[src/rtl/vram_write_scheduler_pkg.sv]
// Shared GPU memory-map constants, write request payload and fill engine state encoding.
package vram_write_scheduler_pkg;

  localparam int unsigned ADDR_W   = 16;
  localparam int unsigned DATA_W   = 8;
  localparam int unsigned TILE_AW  = 11;
  localparam int unsigned ATTR_AW  = 12;
  localparam int unsigned COLOR_AW = 4;

  localparam logic [ADDR_W-1:0] TILE_BASE  = 16'h0000;
  localparam logic [ADDR_W-1:0] ATTR_BASE  = 16'h0800;
  localparam logic [ADDR_W-1:0] COLOR_BASE = 16'h1800;

  typedef enum logic [1:0] {
    FILL_IDLE = 2'd0,
    FILL_RUN  = 2'd1,
    FILL_DONE = 2'd2
  } fill_state_e;

  typedef struct packed {
    logic [ADDR_W-1:0] addr;
    logic [DATA_W-1:0] data;
  } wr_req_t;

endpackage

[src/rtl/vram_write_scheduler_if.sv]
// CPU write stream channel (decoded register-6 data writes) into the scheduler.
interface vram_write_scheduler_if;
  import vram_write_scheduler_pkg::*;

  logic              cpu_wr_valid;
  logic [ADDR_W-1:0] cpu_wr_addr;
  logic [DATA_W-1:0] cpu_wr_data;
  logic              cpu_wr_ready;

  modport master (output cpu_wr_valid, output cpu_wr_addr, output cpu_wr_data, input cpu_wr_ready);
  modport slave  (input cpu_wr_valid, input cpu_wr_addr, input cpu_wr_data, output cpu_wr_ready);
endinterface

[src/rtl/vram_write_fifo.sv]
// Synchronous FIFO for pending CPU writes; no fall-through, push refused while full.
module vram_write_fifo
  import vram_write_scheduler_pkg::*;
#(
  parameter int unsigned DEPTH = 8
) (
  input  logic                   clk,
  input  logic                   reset_n,
  input  logic                   in_valid,
  input  wr_req_t                in_req,
  output logic                   in_ready,
  output logic                   out_valid,
  output wr_req_t                out_req,
  input  logic                   out_pop,
  output logic [$clog2(DEPTH):0] level
);

  localparam int unsigned PTR_W = $clog2(DEPTH);
  localparam int unsigned LVL_W = PTR_W + 1;

  wr_req_t          mem_q [DEPTH];
  wr_req_t          mem_d [DEPTH];
  logic [PTR_W-1:0] wr_ptr_q, wr_ptr_d;
  logic [PTR_W-1:0] rd_ptr_q, rd_ptr_d;
  logic [LVL_W-1:0] level_q, level_d;
  logic             push, pop;

  assign in_ready  = (level_q != LVL_W'(DEPTH));
  assign out_valid = (level_q != '0);
  assign out_req   = mem_q[rd_ptr_q];
  assign level     = level_q;
  assign push      = in_valid && in_ready;
  assign pop       = out_pop && out_valid;

  // Pointers wrap naturally because DEPTH is a power of two.
  always_comb begin
    mem_d    = mem_q;
    wr_ptr_d = wr_ptr_q;
    rd_ptr_d = rd_ptr_q;
    level_d  = level_q + LVL_W'(push) - LVL_W'(pop);
    if (push) begin
      mem_d[wr_ptr_q] = in_req;
      wr_ptr_d        = wr_ptr_q + PTR_W'(1);
    end
    if (pop) begin
      rd_ptr_d = rd_ptr_q + PTR_W'(1);
    end
  end

  always_ff @(posedge clk or negedge reset_n) begin
    if (!reset_n) begin
      for (int i = 0; i < int'(DEPTH); i++) mem_q[i] <= '0;
      wr_ptr_q <= '0;
      rd_ptr_q <= '0;
      level_q  <= '0;
    end else begin
      mem_q    <= mem_d;
      wr_ptr_q <= wr_ptr_d;
      rd_ptr_q <= rd_ptr_d;
      level_q  <= level_d;
    end
  end

endmodule

[src/rtl/vram_write_scheduler.sv]
// Arbitrates CPU FIFO writes against the fill engine into free renderer slots and
// decodes the granted address onto the tile/attribute/color write ports.
module vram_write_scheduler
  import vram_write_scheduler_pkg::*;
#(
  parameter int unsigned FIFO_DEPTH = 8,
  parameter int unsigned CPU_BURST  = 4
) (
  input  logic                        clk,
  input  logic                        reset_n,
  vram_write_scheduler_if.slave       cpu,
  output logic [$clog2(FIFO_DEPTH):0] fifo_level,
  input  logic                        fill_start,
  input  logic [ADDR_W-1:0]           fill_addr,
  input  logic [15:0]                 fill_len,
  input  logic [DATA_W-1:0]           fill_data,
  output logic                        fill_busy,
  output logic                        fill_done,
  input  logic                        mem_slot_free,
  output logic                        tile_we,
  output logic [TILE_AW-1:0]          tile_addr,
  output logic [DATA_W-1:0]           tile_data,
  output logic                        attr_we,
  output logic [ATTR_AW-1:0]          attr_addr,
  output logic [DATA_W-1:0]           attr_data,
  output logic                        color_we,
  output logic [COLOR_AW-1:0]         color_addr,
  output logic [DATA_W-1:0]           color_data
);

  localparam int unsigned BURST_W = $clog2(CPU_BURST + 1);

  fill_state_e         fill_state_q, fill_state_d;
  logic [ADDR_W-1:0]   fill_addr_q, fill_addr_d;
  logic [DATA_W-1:0]   fill_data_q, fill_data_d;
  logic [15:0]         fill_rem_q, fill_rem_d;
  logic [BURST_W-1:0]  burst_q, burst_d;
  logic                tile_we_q, tile_we_d, attr_we_q, attr_we_d, color_we_q, color_we_d;
  logic [TILE_AW-1:0]  tile_addr_q, tile_addr_d;
  logic [ATTR_AW-1:0]  attr_addr_q, attr_addr_d;
  logic [COLOR_AW-1:0] color_addr_q, color_addr_d;
  logic [DATA_W-1:0]   tile_data_q, tile_data_d, attr_data_q, attr_data_d;
  logic [DATA_W-1:0]   color_data_q, color_data_d;

  logic    fifo_valid, fill_run, fill_grant, cpu_grant;
  wr_req_t fifo_req, gnt_req;

  vram_write_fifo #(.DEPTH(FIFO_DEPTH)) u_fifo (
    .clk       (clk),
    .reset_n   (reset_n),
    .in_valid  (cpu.cpu_wr_valid),
    .in_req    ({cpu.cpu_wr_addr, cpu.cpu_wr_data}),
    .in_ready  (cpu.cpu_wr_ready),
    .out_valid (fifo_valid),
    .out_req   (fifo_req),
    .out_pop   (cpu_grant),
    .level     (fifo_level)
  );

  // Fill preempts the CPU only after CPU_BURST back-to-back CPU grants.
  assign fill_run   = (fill_state_q == FILL_RUN);
  assign fill_grant = mem_slot_free && fill_run &&
                      ((burst_q == BURST_W'(CPU_BURST)) || !fifo_valid);
  assign cpu_grant  = mem_slot_free && fifo_valid && !fill_grant;
  assign gnt_req    = fill_grant ? {fill_addr_q, fill_data_q} : fifo_req;

  always_comb begin
    fill_state_d = fill_state_q;
    fill_addr_d  = fill_addr_q;
    fill_data_d  = fill_data_q;
    fill_rem_d   = fill_rem_q;
    burst_d      = burst_q;
    tile_we_d    = 1'b0;
    attr_we_d    = 1'b0;
    color_we_d   = 1'b0;
    tile_addr_d  = tile_addr_q;
    attr_addr_d  = attr_addr_q;
    color_addr_d = color_addr_q;
    tile_data_d  = tile_data_q;
    attr_data_d  = attr_data_q;
    color_data_d = color_data_q;

    unique case (fill_state_q)
      FILL_IDLE: begin
        if (fill_start) begin
          fill_addr_d  = fill_addr;
          fill_data_d  = fill_data;
          fill_rem_d   = fill_len;
          fill_state_d = (fill_len == 16'd0) ? FILL_DONE : FILL_RUN;
        end
      end
      FILL_RUN: begin
        if (fill_grant) begin
          fill_addr_d = fill_addr_q + ADDR_W'(1);
          fill_rem_d  = fill_rem_q - 16'd1;
          if (fill_rem_q == 16'd1) fill_state_d = FILL_DONE;
        end
      end
      FILL_DONE: fill_state_d = FILL_IDLE;
      default:   fill_state_d = FILL_IDLE;
    endcase

    if (!fill_run || fill_grant) begin
      burst_d = '0;
    end else if (cpu_grant) begin
      burst_d = burst_q + BURST_W'(1);
    end

    // Address decode of whichever request won the slot.
    if (fill_grant || cpu_grant) begin
      if (gnt_req.addr < ATTR_BASE) begin
        tile_we_d   = 1'b1;
        tile_addr_d = gnt_req.addr[TILE_AW-1:0];
        tile_data_d = gnt_req.data;
      end else if (gnt_req.addr < COLOR_BASE) begin
        attr_we_d   = 1'b1;
        attr_addr_d = ATTR_AW'(gnt_req.addr - ATTR_BASE);
        attr_data_d = gnt_req.data;
      end else begin
        color_we_d   = 1'b1;
        color_addr_d = gnt_req.addr[COLOR_AW-1:0];
        color_data_d = gnt_req.data;
      end
    end
  end

  always_ff @(posedge clk or negedge reset_n) begin
    if (!reset_n) begin
      fill_state_q <= FILL_IDLE;
      fill_addr_q  <= '0;
      fill_data_q  <= '0;
      fill_rem_q   <= '0;
      burst_q      <= '0;
      tile_we_q    <= 1'b0;
      attr_we_q    <= 1'b0;
      color_we_q   <= 1'b0;
      tile_addr_q  <= '0;
      attr_addr_q  <= '0;
      color_addr_q <= '0;
      tile_data_q  <= '0;
      attr_data_q  <= '0;
      color_data_q <= '0;
    end else begin
      fill_state_q <= fill_state_d;
      fill_addr_q  <= fill_addr_d;
      fill_data_q  <= fill_data_d;
      fill_rem_q   <= fill_rem_d;
      burst_q      <= burst_d;
      tile_we_q    <= tile_we_d;
      attr_we_q    <= attr_we_d;
      color_we_q   <= color_we_d;
      tile_addr_q  <= tile_addr_d;
      attr_addr_q  <= attr_addr_d;
      color_addr_q <= color_addr_d;
      tile_data_q  <= tile_data_d;
      attr_data_q  <= attr_data_d;
      color_data_q <= color_data_d;
    end
  end

  assign fill_busy  = (fill_state_q != FILL_IDLE);
  assign fill_done  = (fill_state_q == FILL_DONE);
  assign tile_we    = tile_we_q;
  assign attr_we    = attr_we_q;
  assign color_we   = color_we_q;
  assign tile_addr  = tile_addr_q;
  assign attr_addr  = attr_addr_q;
  assign color_addr = color_addr_q;
  assign tile_data  = tile_data_q;
  assign attr_data  = attr_data_q;
  assign color_data = color_data_q;

endmodule
[src/flat_wrapper.sv]
// flat-port wrapper written by rule: the top's interface ports become plain ports
module vram_write_scheduler_flat import vram_write_scheduler_pkg::*;
#(
  parameter int unsigned FIFO_DEPTH = 8,
  parameter int unsigned CPU_BURST  = 4
)
  (clk, reset_n, fifo_level, fill_start, fill_addr, fill_len, fill_data, fill_busy, fill_done, mem_slot_free, tile_we, tile_addr, tile_data, attr_we, attr_addr, attr_data, color_we, color_addr, color_data, cpu_cpu_wr_valid, cpu_cpu_wr_addr, cpu_cpu_wr_data, cpu_cpu_wr_ready);
  vram_write_scheduler_if cpu_i ();
  input  logic clk;
  input  logic reset_n;
  output logic [$clog2(FIFO_DEPTH):0] fifo_level;
  input  logic fill_start;
  input  logic [ADDR_W-1:0] fill_addr;
  input  logic [15:0] fill_len;
  input  logic [DATA_W-1:0] fill_data;
  output logic fill_busy;
  output logic fill_done;
  input  logic mem_slot_free;
  output logic tile_we;
  output logic [TILE_AW-1:0] tile_addr;
  output logic [DATA_W-1:0] tile_data;
  output logic attr_we;
  output logic [ATTR_AW-1:0] attr_addr;
  output logic [DATA_W-1:0] attr_data;
  output logic color_we;
  output logic [COLOR_AW-1:0] color_addr;
  output logic [DATA_W-1:0] color_data;
  input wire logic [$bits(cpu_i.cpu_wr_valid)-1:0] cpu_cpu_wr_valid;
  input wire logic [$bits(cpu_i.cpu_wr_addr)-1:0] cpu_cpu_wr_addr;
  input wire logic [$bits(cpu_i.cpu_wr_data)-1:0] cpu_cpu_wr_data;
  output wire logic [$bits(cpu_i.cpu_wr_ready)-1:0] cpu_cpu_wr_ready;
  assign cpu_i.cpu_wr_valid = cpu_cpu_wr_valid;
  assign cpu_i.cpu_wr_addr = cpu_cpu_wr_addr;
  assign cpu_i.cpu_wr_data = cpu_cpu_wr_data;
  assign cpu_cpu_wr_ready = cpu_i.cpu_wr_ready;
  vram_write_scheduler #(.FIFO_DEPTH(FIFO_DEPTH), .CPU_BURST(CPU_BURST)) u_core (.clk(clk), .reset_n(reset_n), .cpu(cpu_i), .fifo_level(fifo_level), .fill_start(fill_start), .fill_addr(fill_addr), .fill_len(fill_len), .fill_data(fill_data), .fill_busy(fill_busy), .fill_done(fill_done), .mem_slot_free(mem_slot_free), .tile_we(tile_we), .tile_addr(tile_addr), .tile_data(tile_data), .attr_we(attr_we), .attr_addr(attr_addr), .attr_data(attr_data), .color_we(color_we), .color_addr(color_addr), .color_data(color_data));
endmodule
[config.mk]
export PLATFORM = sky130hd
export DESIGN_NAME = vram_write_scheduler_flat
export DESIGN_NICKNAME = d
export VERILOG_FILES = /design/src/rtl/vram_write_scheduler_pkg.sv /design/src/rtl/vram_write_scheduler_if.sv /design/src/rtl/vram_write_fifo.sv /design/src/rtl/vram_write_scheduler.sv /design/src/flat_wrapper.sv
export SDC_FILE = /design/constraint.sdc
export NUM_CORES = 1
export LEC_CHECK = 0
export ABC_CLOCK_PERIOD_IN_PS = 4300
export CELL_PAD_IN_SITES_DETAIL_PLACEMENT = 0
export CELL_PAD_IN_SITES_GLOBAL_PLACEMENT = 1
export CORE_ASPECT_RATIO = 1.2
export CORE_MARGIN = 1.5
export CORE_UTILIZATION = 50
export DETAILED_ROUTE_END_ITERATION = 6
export MAX_ROUTING_LAYER = met4
export PLACE_DENSITY_LB_ADDON = 0.1
export SYNTH_ARGS = -nofsm -noshare
export SYNTH_HDL_FRONTEND = slang
export SYNTH_SLANG_ARGS = --single-unit
[constraint.sdc]
create_clock -name clk -period 4.3 [get_ports clk]
set_input_delay 0.86 -clock clk [delete_from_list [all_inputs] [get_ports clk]]
set_output_delay 0.86 -clock clk [all_outputs]
set_load 0.03 [all_outputs]
; Word-level counts from Yosys, hierarchy flattened
; Index checks and enable logic that the tools add are counted.
[word_totals]
ff_bits = 301
in_bits = 69
output_inout_bits = 61
elab_cells = 111
[op_classes]
addsub = 8
order_cmp = 5
n_eq_ne = 8
mux = 28
n_bitwise = 4
n_reduce_logical = 25
[ops]
columns = op, count
row1 = $bwmux 192, 1
row2 = $mux 24, 4
row3 = $bmux 24 s3, 1
row4 = $demux 24 s3, 1
row5 = $mux 16, 4
row6 = $pmux 16 s2, 2
row7 = $add 16x1->16 const B, 1
row8 = $eq 16x1->1 const B, 1
row9 = $logic_not 16->1, 1
row10 = $lt 16x12->1 const B, 1
row11 = $lt 16x13->1 const B, 1
row12 = $sub 16x1->16 const B, 1
row13 = $reduce_and 3->1, 4
row14 = $sub 12x12->12 const B, 1
row15 = $add 3x1->3 const B, 3
row16 = $ge 4x4->1 const B, 2
row17 = $mux 1, 8
row18 = $mux 2, 4
row19 = $not 3->4, 2
row20 = $logic_and 1x1->1, 7
row21 = $mux 3, 2
row22 = $ne 2x2->1 const B, 3
row23 = $reduce_bool 2->1, 3
row24 = $add 4x1->4, 1
row25 = other kinds (13), 19

; Depth between registers and ports, before layout
; Gate-level depths: netlist of the first run.
[depth]
ltp_word = 9
ltp_mapped = 12
mapped_depth_nobuf = 11

; By module
; From an unflattened synthesis of the first run, not the netlist that was laid out.
[hier_totals]
cells_unflattened = 1006
area_unflattened_um2 = 14263.7
[modules_own_cells]
columns = module, instances, cells_each, area_per_inst_um2, seq_area_each_um2
row1 = vram_write_fifo, 1, 543, 9221.3, 5054.8
row2 = vram_write_scheduler, 1, 463, 5042.3, 2477.4

; Worst setup path before layout of the first run
; No wires, ideal clock.
[synth_timing]
path_type = register to register
start = register u_core.u_fifo.level_q[2], in the netlist u_core.u_fifo.level[2]
end = register u_core.u_fifo.level_q[2], in the netlist u_core.u_fifo.level[2]
setup_ps = 123
t_arrival_ps = 2580
required_ps = 4177
path_slack_ps = 1598
stages_incl_launch_ff = 12
path_buffers = 0
period_less_slack_ps = 2702
cell_sequence = dfrtp_1 inv_1 ha_1 nor3b_1 o211a_1 nor2_1 ha_1 inv_1 ha_1 inv_1 fa_1 xnor2_1
[synth_via]
elab_chain_cells = 8
elab_cells_between_ends = 12
classes_between = 2 x add/sub / 1 x eq/ne / 9 x reduce/logical
[synth_rtl]
columns = element, line
row1 = from (decl), vram_write_fifo.sv:25  ; logic [LVL_W-1:0] level_q, level_d;
row2 = from (signal assigned), vram_write_fifo.sv:60  ; level_q <= level_d;
row3 = $reduce_bool 4->1 (*), vram_write_fifo.sv:29  ; assign out_valid = (level_q != '0);
row4 = $logic_not 1->1, vram_write_scheduler.sv:63  ; ((burst_q == BURST_W'(CPU_BURST)) || !fifo_valid);
row5 = $logic_or 1x1->1, vram_write_scheduler.sv:63
row6 = $logic_and 1x1->1, vram_write_scheduler.sv:62  ; assign fill_grant = mem_slot_free && fill_run &&
row7 = $logic_not 1->1, vram_write_scheduler.sv:64  ; assign cpu_grant = mem_slot_free && fifo_valid && !fill_grant;
row8 = $logic_and 1x1->1, vram_write_scheduler.sv:64
row9 = $logic_and 1x1->1 (*), vram_write_fifo.sv:33  ; assign pop = out_pop && out_valid;
row10 = named net u_core.u_fifo.pop, vram_write_fifo.sv:26  ; logic push, pop;
row11 = $sub 4x1->4 (*), vram_write_fifo.sv:40  ; level_d = level_q + LVL_W'(push) - LVL_W'(pop);
row12 = named net u_core.u_fifo.level_d[2], vram_write_fifo.sv:25
; Mark *: on every way through the listed nets, which the timed path passes. The rest lies on a longest branch.
; A chain may end at the register's enable or synchronous reset.

; Worst setup path in the final report of the first run
[layout_timing]
start = register u_core.u_fifo.rd_ptr_q[0]
end = register u_core.tile_data_q[7], in the netlist u_core.tile_data[7]
[layout_via]
elab_chain_cells = 7
[layout_rtl]
columns = element, line
row1 = from (decl), vram_write_fifo.sv:24  ; logic [PTR_W-1:0] rd_ptr_q, rd_ptr_d;
row2 = from (signal assigned), vram_write_fifo.sv:59  ; rd_ptr_q <= rd_ptr_d;
row3 = $not 3->4 (implied by the code) (*), vram_write_fifo.sv:30  ; assign out_req = mem_q[rd_ptr_q];
row4 = $bmux 24 s3 (*), vram_write_fifo.sv:30
row5 = $mux 24 (implied by the code) (*) (2 in a row), vram_write_fifo.sv:30
row6 = $mux 24 (*), vram_write_scheduler.sv:65  ; assign gnt_req = fill_grant ? {fill_addr_q, fill_data_q} : fifo_req;
row7 = $lt 16x12->1, vram_write_scheduler.sv:111  ; if (gnt_req.addr < ATTR_BASE) begin
row8 = $reduce_and 2->1 (no line), -
row9 = to (signal assigned), vram_write_scheduler.sv:155  ; tile_data_q <= tile_data_d;
row10 = to (decl), vram_write_scheduler.sv:42  ; logic [DATA_W-1:0] tile_data_q, tile_data_d, attr_data_q, attr_data_d;
; Mark *: on every way between the ends. The rest lies on a longest branch, timed or not. The select of a mux whose other input is x is not followed.

==> results of run 1 <==
## metrics by stage
stage	hold WS, ns	setup slack, ns	power, W	std cells	utilization
global route	0.3833	0.8254	0.01501	1566	0.6172
CTS	0.3772	1.005	0.01423	1565	0.6171
finish	0.3373	1.044	0.01408	1566	0.6172
global placement	0.4601	0.9793	0.01109	1507	0.5754
detailed placement	0.4668	0.9135	0.01124	1507	0.5754
floorplan	0.4503	1.598	0.009343	1042	-
## critical path: stages, from the launching register on
cell      delay, ns
dfrtp_2        0.74
buf_4          0.54
mux2_1         0.39
o22a_1         0.23
a211oi_1       0.21
a31oi_1        0.16
a21oi_2        0.17
buf_4          0.31
mux2_1         0.36
## placed cells by master, fill, tap and decap left out, drive strengths merged, types with 3 or more instances in the layout
master / count
nand2b: 4
and3: 4
buf: 27
a22oi: 5
nand4: 3
a31oi: 7
or3: 10
nand2: 60
nand3: 10
ha: 13
dfrtp: 301
o22ai: 8
clkdlybuf4s50: 128
bufinv: 3
a21oi: 45
mux2i: 22
o22a: 4
clkbuf: 46
o211ai: 4
xnor2: 5
clkinv: 6
xor2: 3
nor2b: 5
inv: 20
nor4b: 4
nor3: 5
mux4: 44
mux2: 255
nor4: 13
nor2: 49
o21ai: 43
nor3b: 4
o2bb2ai: 4
## power breakdown
| part | switching, W | internal (W) |
|---|---|---|
| Clock | 0.00113 | 0.00180 |
| Combinational | 0.00289 | 0.00304 |
| Sequential | 0.000963 | 0.00426 |
## cell type report
cell class | instances | area (um^2)
diodes | 1 | 2.502
clock buffers | 46 | 997.2
clock inverters | 12 | 143.9
fillers | 2177 | 10460
inverters | 19 | 71.32
multi-input cells | 658 | 6125
flip-flops and latches | 301 | 7535
well taps | 374 | 467.9
repair buffers | 155 | 1529
## flip-flops by register name, indices dropped and copies added, names as in the netlist
signal / count
u_core.attr_data: 8
u_core.burst_q: 3
u_core.u_fifo.mem_q: 192
u_core.u_fifo.rd_ptr_q: 3
u_core.fill_addr_q: 16
u_core.fill_state_q: 2
u_core.tile_data: 8
u_core.tile_we: 1
u_core.color_we: 1
u_core.fill_data_q: 8
u_core.color_data: 8
u_core.u_fifo.level: 4
u_core.attr_we: 1
u_core.fill_rem_q: 16
u_core.tile_addr: 11
u_core.attr_addr: 12
u_core.color_addr: 4
u_core.u_fifo.wr_ptr_q: 3
## worst min-delay path by stage
stage                                   from                        to  depth (start not counted)
finish                               reset_n     u_core.fill_rem_q[12]                          1
global placement     u_core.u_fifo.mem_q[44]   u_core.u_fifo.mem_q[44]                          1
floorplan           u_core.u_fifo.mem_q[140]  u_core.u_fifo.mem_q[140]                          1
global route                         reset_n     u_core.fill_rem_q[12]                          1
CTS                                  reset_n     u_core.fill_rem_q[12]                          1
detailed placement  u_core.u_fifo.mem_q[140]  u_core.u_fifo.mem_q[140]                          1
## cell families (layout without fill, tap and decap cells)
| family | count (synthesis) | count (layout) | share of synthesized area |
|---|---|---|---|
| simple gates | 178 | 178 | 0.06143 |
| buf+inv | 83 | 232 | 0.02638 |
| flops | 301 | 301 | 0.5383 |
| other cells | 0 | 1 | 0 |
| compound gates | 137 | 137 | 0.05928 |
| mux | 321 | 321 | 0.2966 |
| xor+xnor | 8 | 8 | 0.005007 |
| fa+ha+maj | 14 | 14 | 0.01305 |
## per-layer routing
| metal | share of wire | GRT usage | vias up |
|---|---|---|---|
| met4 | 0.022 | 0.06324 | 0 |
| met2 | 0.48 | 0.3671 | 176 |
| met3 | 0.042 | 0.03499 | 50 |
| li1 | - | - | 4060 |
| met1 | 0.46 | 0.3147 | 4480 |
| met5 | 0 | - | - |
==> impl_metrics.ini, run 1 <==
[clocking]
root_buffer = clkbuf_16
cts_tree = yes
cts_buffer_depth = 3
htreeDepth = 2
cts_hold_buf = 0
clock_sinks = 301
cts_setup_buffers = 0
cts_resized = 0
cts_buffers = 34
insertion_delay_ns = 0.51
path_clk_slew_ns = 0.06

[yosys]
syn_area_mm2 = 0.01399
synth_top_area_frac = 0.5383
syn_inst = 1042
synth_most_common_cell = dfrtp_1
yosys_warnings = 0
async_reset_ff_frac = 1.000
ys_seq_elements = 301
synth_common_cells = dfrtp_1 (301), mux2_1 (143), mux2_2 (94)
synthFlopType = dfrtp_1
synth_nets = 1125
synth_top_area_cell = dfrtp_1
syn_area_per_cell_um2 = 13.43
ys_seq_area_frac = 0.5383
synth_cell_types = 57
synth_area_leaders = dfrtp_1 (54%), mux2_1 (12%), mux2_2 (7.6%)
synth_edf_count = 0

[sta]
setup_viol = 0
drv_slew = 0
max_freq_ghz = 0.3071
fin_crit_ns = 3.256
hold_violations = 0
clock_skew_ns = 0.01553
maxSlewHeadroom = 0.3453
worst_pin_slew_ns = 0.9792
tns_ns = 0
min_period_over_period = 0.7572
rsz0062_at_grt = false

[setup_path]
r2r_slack_ns = 1.04
crit_path_end = u_core.tile_data[7]
r2r_start = u_core.u_fifo.rd_ptr_q[0]
critPathMaxFanout = 25
cp.required_ns = 4.68
crit_start = u_core.u_fifo.rd_ptr_q[0]
cp.arrival_ns = 3.63
cp-start-kind = flip-flop
end_kind = flip-flop
reg2regPathDepth = 8
r2r-end = u_core.tile_data[7]
crit_type = flip-flop to flip-flop

[power_and_ir_drop]
powerDensity_mw_per_mm2 = 834.4
leakagePower_nw = 7.187
irDropWorstVdd_mv = 0.4314

[global_routing]
grt_start_max_net_pins = 98
grt_pass1_wl_mm = 50.48
grt_pass1_vias = 8909
grt_overflow = 0
grt_usage = 0.2317
antenna_found_initial = 1

[finish]
drive_above_1_share = 0.2107
nets = 1252
syn2layout_area_growth_pct = 20.57
final_area_mm2 = 0.01687

[drt]
dr.first_iter.drc_count = 287
viasPerCell = 5.598
detail-route-antenna-nets = 0
drc = 0
drt_wl_total_mm = 31.00
vias = 8766
avgRoutedWirePerCell_um = 19.79
first_pass_iters = 4

[job]
max_cap_viol_count = 0

[place]
place.gp.congestion = 0.8319
hpwl_mm = 20.55
portBuffers = 129
post_dp_cell_area_mm2 = 0.01573

[worst_hold_path]
hp-class = input port to asynchronous set/reset pin

[outcome]
outcome = finished clean

[die]
dieArea_mm2 = 0.02900
start_util = 0.5119
num_rows = 66
coreArea_mm2 = 0.02733
io_pins = 130
die_x_um = 155.7
die_y_um = 186.3
Power figures use the tool's default switching activity.
==> run 2: changes to the inputs <==
--- a/config.mk
+++ b/config.mk
@@ -5,12 +5,12 @@
 export SDC_FILE = /design/constraint.sdc
 export NUM_CORES = 1
 export LEC_CHECK = 0
-export ABC_CLOCK_PERIOD_IN_PS = 4300
+export ABC_CLOCK_PERIOD_IN_PS = 2800
 export CELL_PAD_IN_SITES_DETAIL_PLACEMENT = 0
 export CELL_PAD_IN_SITES_GLOBAL_PLACEMENT = 1
 export CORE_ASPECT_RATIO = 1.2
 export CORE_MARGIN = 1.5
-export CORE_UTILIZATION = 50
+export CORE_UTILIZATION = 43
 export DETAILED_ROUTE_END_ITERATION = 6
 export MAX_ROUTING_LAYER = met4
 export PLACE_DENSITY_LB_ADDON = 0.1
==> constraint.sdc (replaced) <==
create_clock -name clk -period 2.8 [get_ports clk]
set_input_delay 0.56 -clock clk [delete_from_list [all_inputs] [get_ports clk]]
set_output_delay 0.56 -clock clk [all_outputs]
set_load 0.03 [all_outputs]
==> run 2 against run 1 <==
Net effect: die area is 16% higher; hold slack got worse by 0.33 ns; flip-flop and latch count is the same; non-clock buffer count rose by 21; clock-buffer cell count stayed put; sequential power rose by 52%; critical endpoint is now u_core.attr_data[7]; highest routed layer unchanged.
==> impl_metrics.ini, run 2 (same netlist as run 1, synthesis figures left out) <==
[outcome]
outcome = finished clean

[drt]
viasPerCell = 5.511
vias = 8916
avgRoutedWirePerCell_um = 20.53
drt_wl_total_mm = 33.22
detail-route-antenna-nets = 0
first_pass_iters = 4
dr.first_iter.drc_count = 436
drc = 0

[finish]
nets = 1273
final_area_mm2 = 0.01724
drive_above_1_share = 0.2213
final_core_util = 0.5362
antennaDiodeCount = 0
layout_common_cells = dfrtp_1 (299), mux2_1 (143), clkdlybuf4s50_1 (128)
syn2layout_area_growth_pct = 23.23
largest_reg_flops = 192
largestRegisters = u_core.u_fifo.mem_q x192, u_core.fill_addr_q x16, u_core.fill_rem_q x16
regMostFlops = u_core.u_fifo.mem_q
layout_commonest_cell = dfrtp_1

[setup_path]
critPathMaxStageDelay_ns = 0.63
cp.arrival_ns = 3.04
cp_slowest_cell = dfrtp_4
cp.required_ns = 3.21
cp-start-kind = flip-flop
crit_start = u_core.u_fifo.rd_ptr_q[0]
critPathMaxFanout = 21
r2r-end = u_core.attr_data[7]
r2r_slack_ns = 0.17
crit_type = flip-flop to flip-flop
reg2regPathDepth = 7
end_kind = flip-flop
path_cells = mux4_2 -> mux2i_1 -> buf_4 -> o211ai_1 -> a21boi_4 -> buf_12 -> mux2_1
r2r_start = u_core.u_fifo.rd_ptr_q[0]

[power_and_ir_drop]
leakagePower_nw = 7.334
powerDensity_mw_per_mm2 = 1283
finalPower_w = 0.02213
irDropWorstVdd_mv = 0.4535

[global_routing]
antenna_found_initial = 0
grt_usage = 0.2114
grt_pass1_wl_mm = 53.39
grt_start_max_net_pins = 72
grt_pass1_vias = 9172
grt_overflow = 0

[sta]
worst_pin_slew_ns = 0.6345
fin_crit_ns = 2.631
tns_ns = 0
drv_slew = 0
min_period_over_period = 0.9397
hold_violations = 0
maxSlewHeadroom = 0.5737
fin_hold_ws_ns = 0.005510
max_freq_ghz = 0.3800
clock_skew_ns = 0.02064
rsz0062_at_grt = false
setup_viol = 0

[die]
start_util = 0.4351
num_rows = 72
die_y_um = 200.6
coreArea_mm2 = 0.03216
dieArea_mm2 = 0.03364
io_pins = 130
die_x_um = 167.7

[worst_hold_path]
hp-class = input port to asynchronous set/reset pin

[job]
max_cap_viol_count = 0

[place]
hpwl_mm = 21.55
post_dp_cell_area_mm2 = 0.01612
portBuffers = 129
place.gp.congestion = 0.8183

[clocking]
cts_buffers = 34
cts_tree = yes
cts_buffer_depth = 3
cts_hold_buf = 0
insertion_delay_ns = 0.53
cts_setup_buffers = 0
cts_resized = 0
htreeDepth = 2
clock_sinks = 301
path_clk_slew_ns = 0.06
root_buffer = clkbuf_16
[run 2: routing by layer]
layer | up-vias | share of wire | GRT usage
li1 | 4109 | - | -
met1 | 4612 | 0.46 | 0.2803
met2 | 151 | 0.49 | 0.3435
met3 | 44 | 0.032 | 0.03095
met4 | 0 | 0.018 | 0.05148
met5 | - | 0 | -
[run 2: final cells by class]
| class | instances | area (um^2) |
|---|---|---|
| Clock buffer | 46 | 945.9 |
| Clock inverter | 11 | 171.4 |
| Fill cell | 2757 | 14920 |
| Inverter | 19 | 71.32 |
| Multi-Input combinational cell | 658 | 6131 |
| Sequential cell | 301 | 7537 |
| Tap cell | 407 | 509.2 |
| Timing Repair Buffer | 176 | 1878 |
[run 2: how the worst max path moves through the flow]
stage | endpoint | cells past startpoint | slack [ns]
3_3_place_gp | u_core.attr_data[7] | 7 | 0.08
3_5_place_dp | u_core.attr_data[7] | 7 | 0.05
2_1_floorplan | u_core.u_fifo.level[2] | 11 | 0.1
6_report | u_core.attr_data[7] | 7 | 0.17
5_1_grt | u_core.attr_data[7] | 7 | 0.02
4_1_cts | u_core.attr_data[7] | 8 | 0.14
[run 2: critical path, delay by kind of cell, from the launching register on]
kind / cells / cell delay [ns]
mux: 3 / 1.09
flops: 1 / 0.63
buf+inv: 2 / 0.40
compound gates: 2 / 0.36
[run 2: report_power, final]
| group | internal [W] | switching, W | leakage (nW) |
|---|---|---|---|
| registers | 0.00654 | 0.00142 | 3.63 |
| clock network | 0.00274 | 0.00179 | 0.543 |
| logic | 0.00502 | 0.00463 | 3.16 |
[run 2: per-stage QoR]
step                worst slack [ns]  instances
CTS                           0.1375       1618
floorplan                    0.09761       1042
global route                 0.02152       1618
global placement             0.08020       1561
finish                        0.1687       1618
detailed placement           0.05235       1561
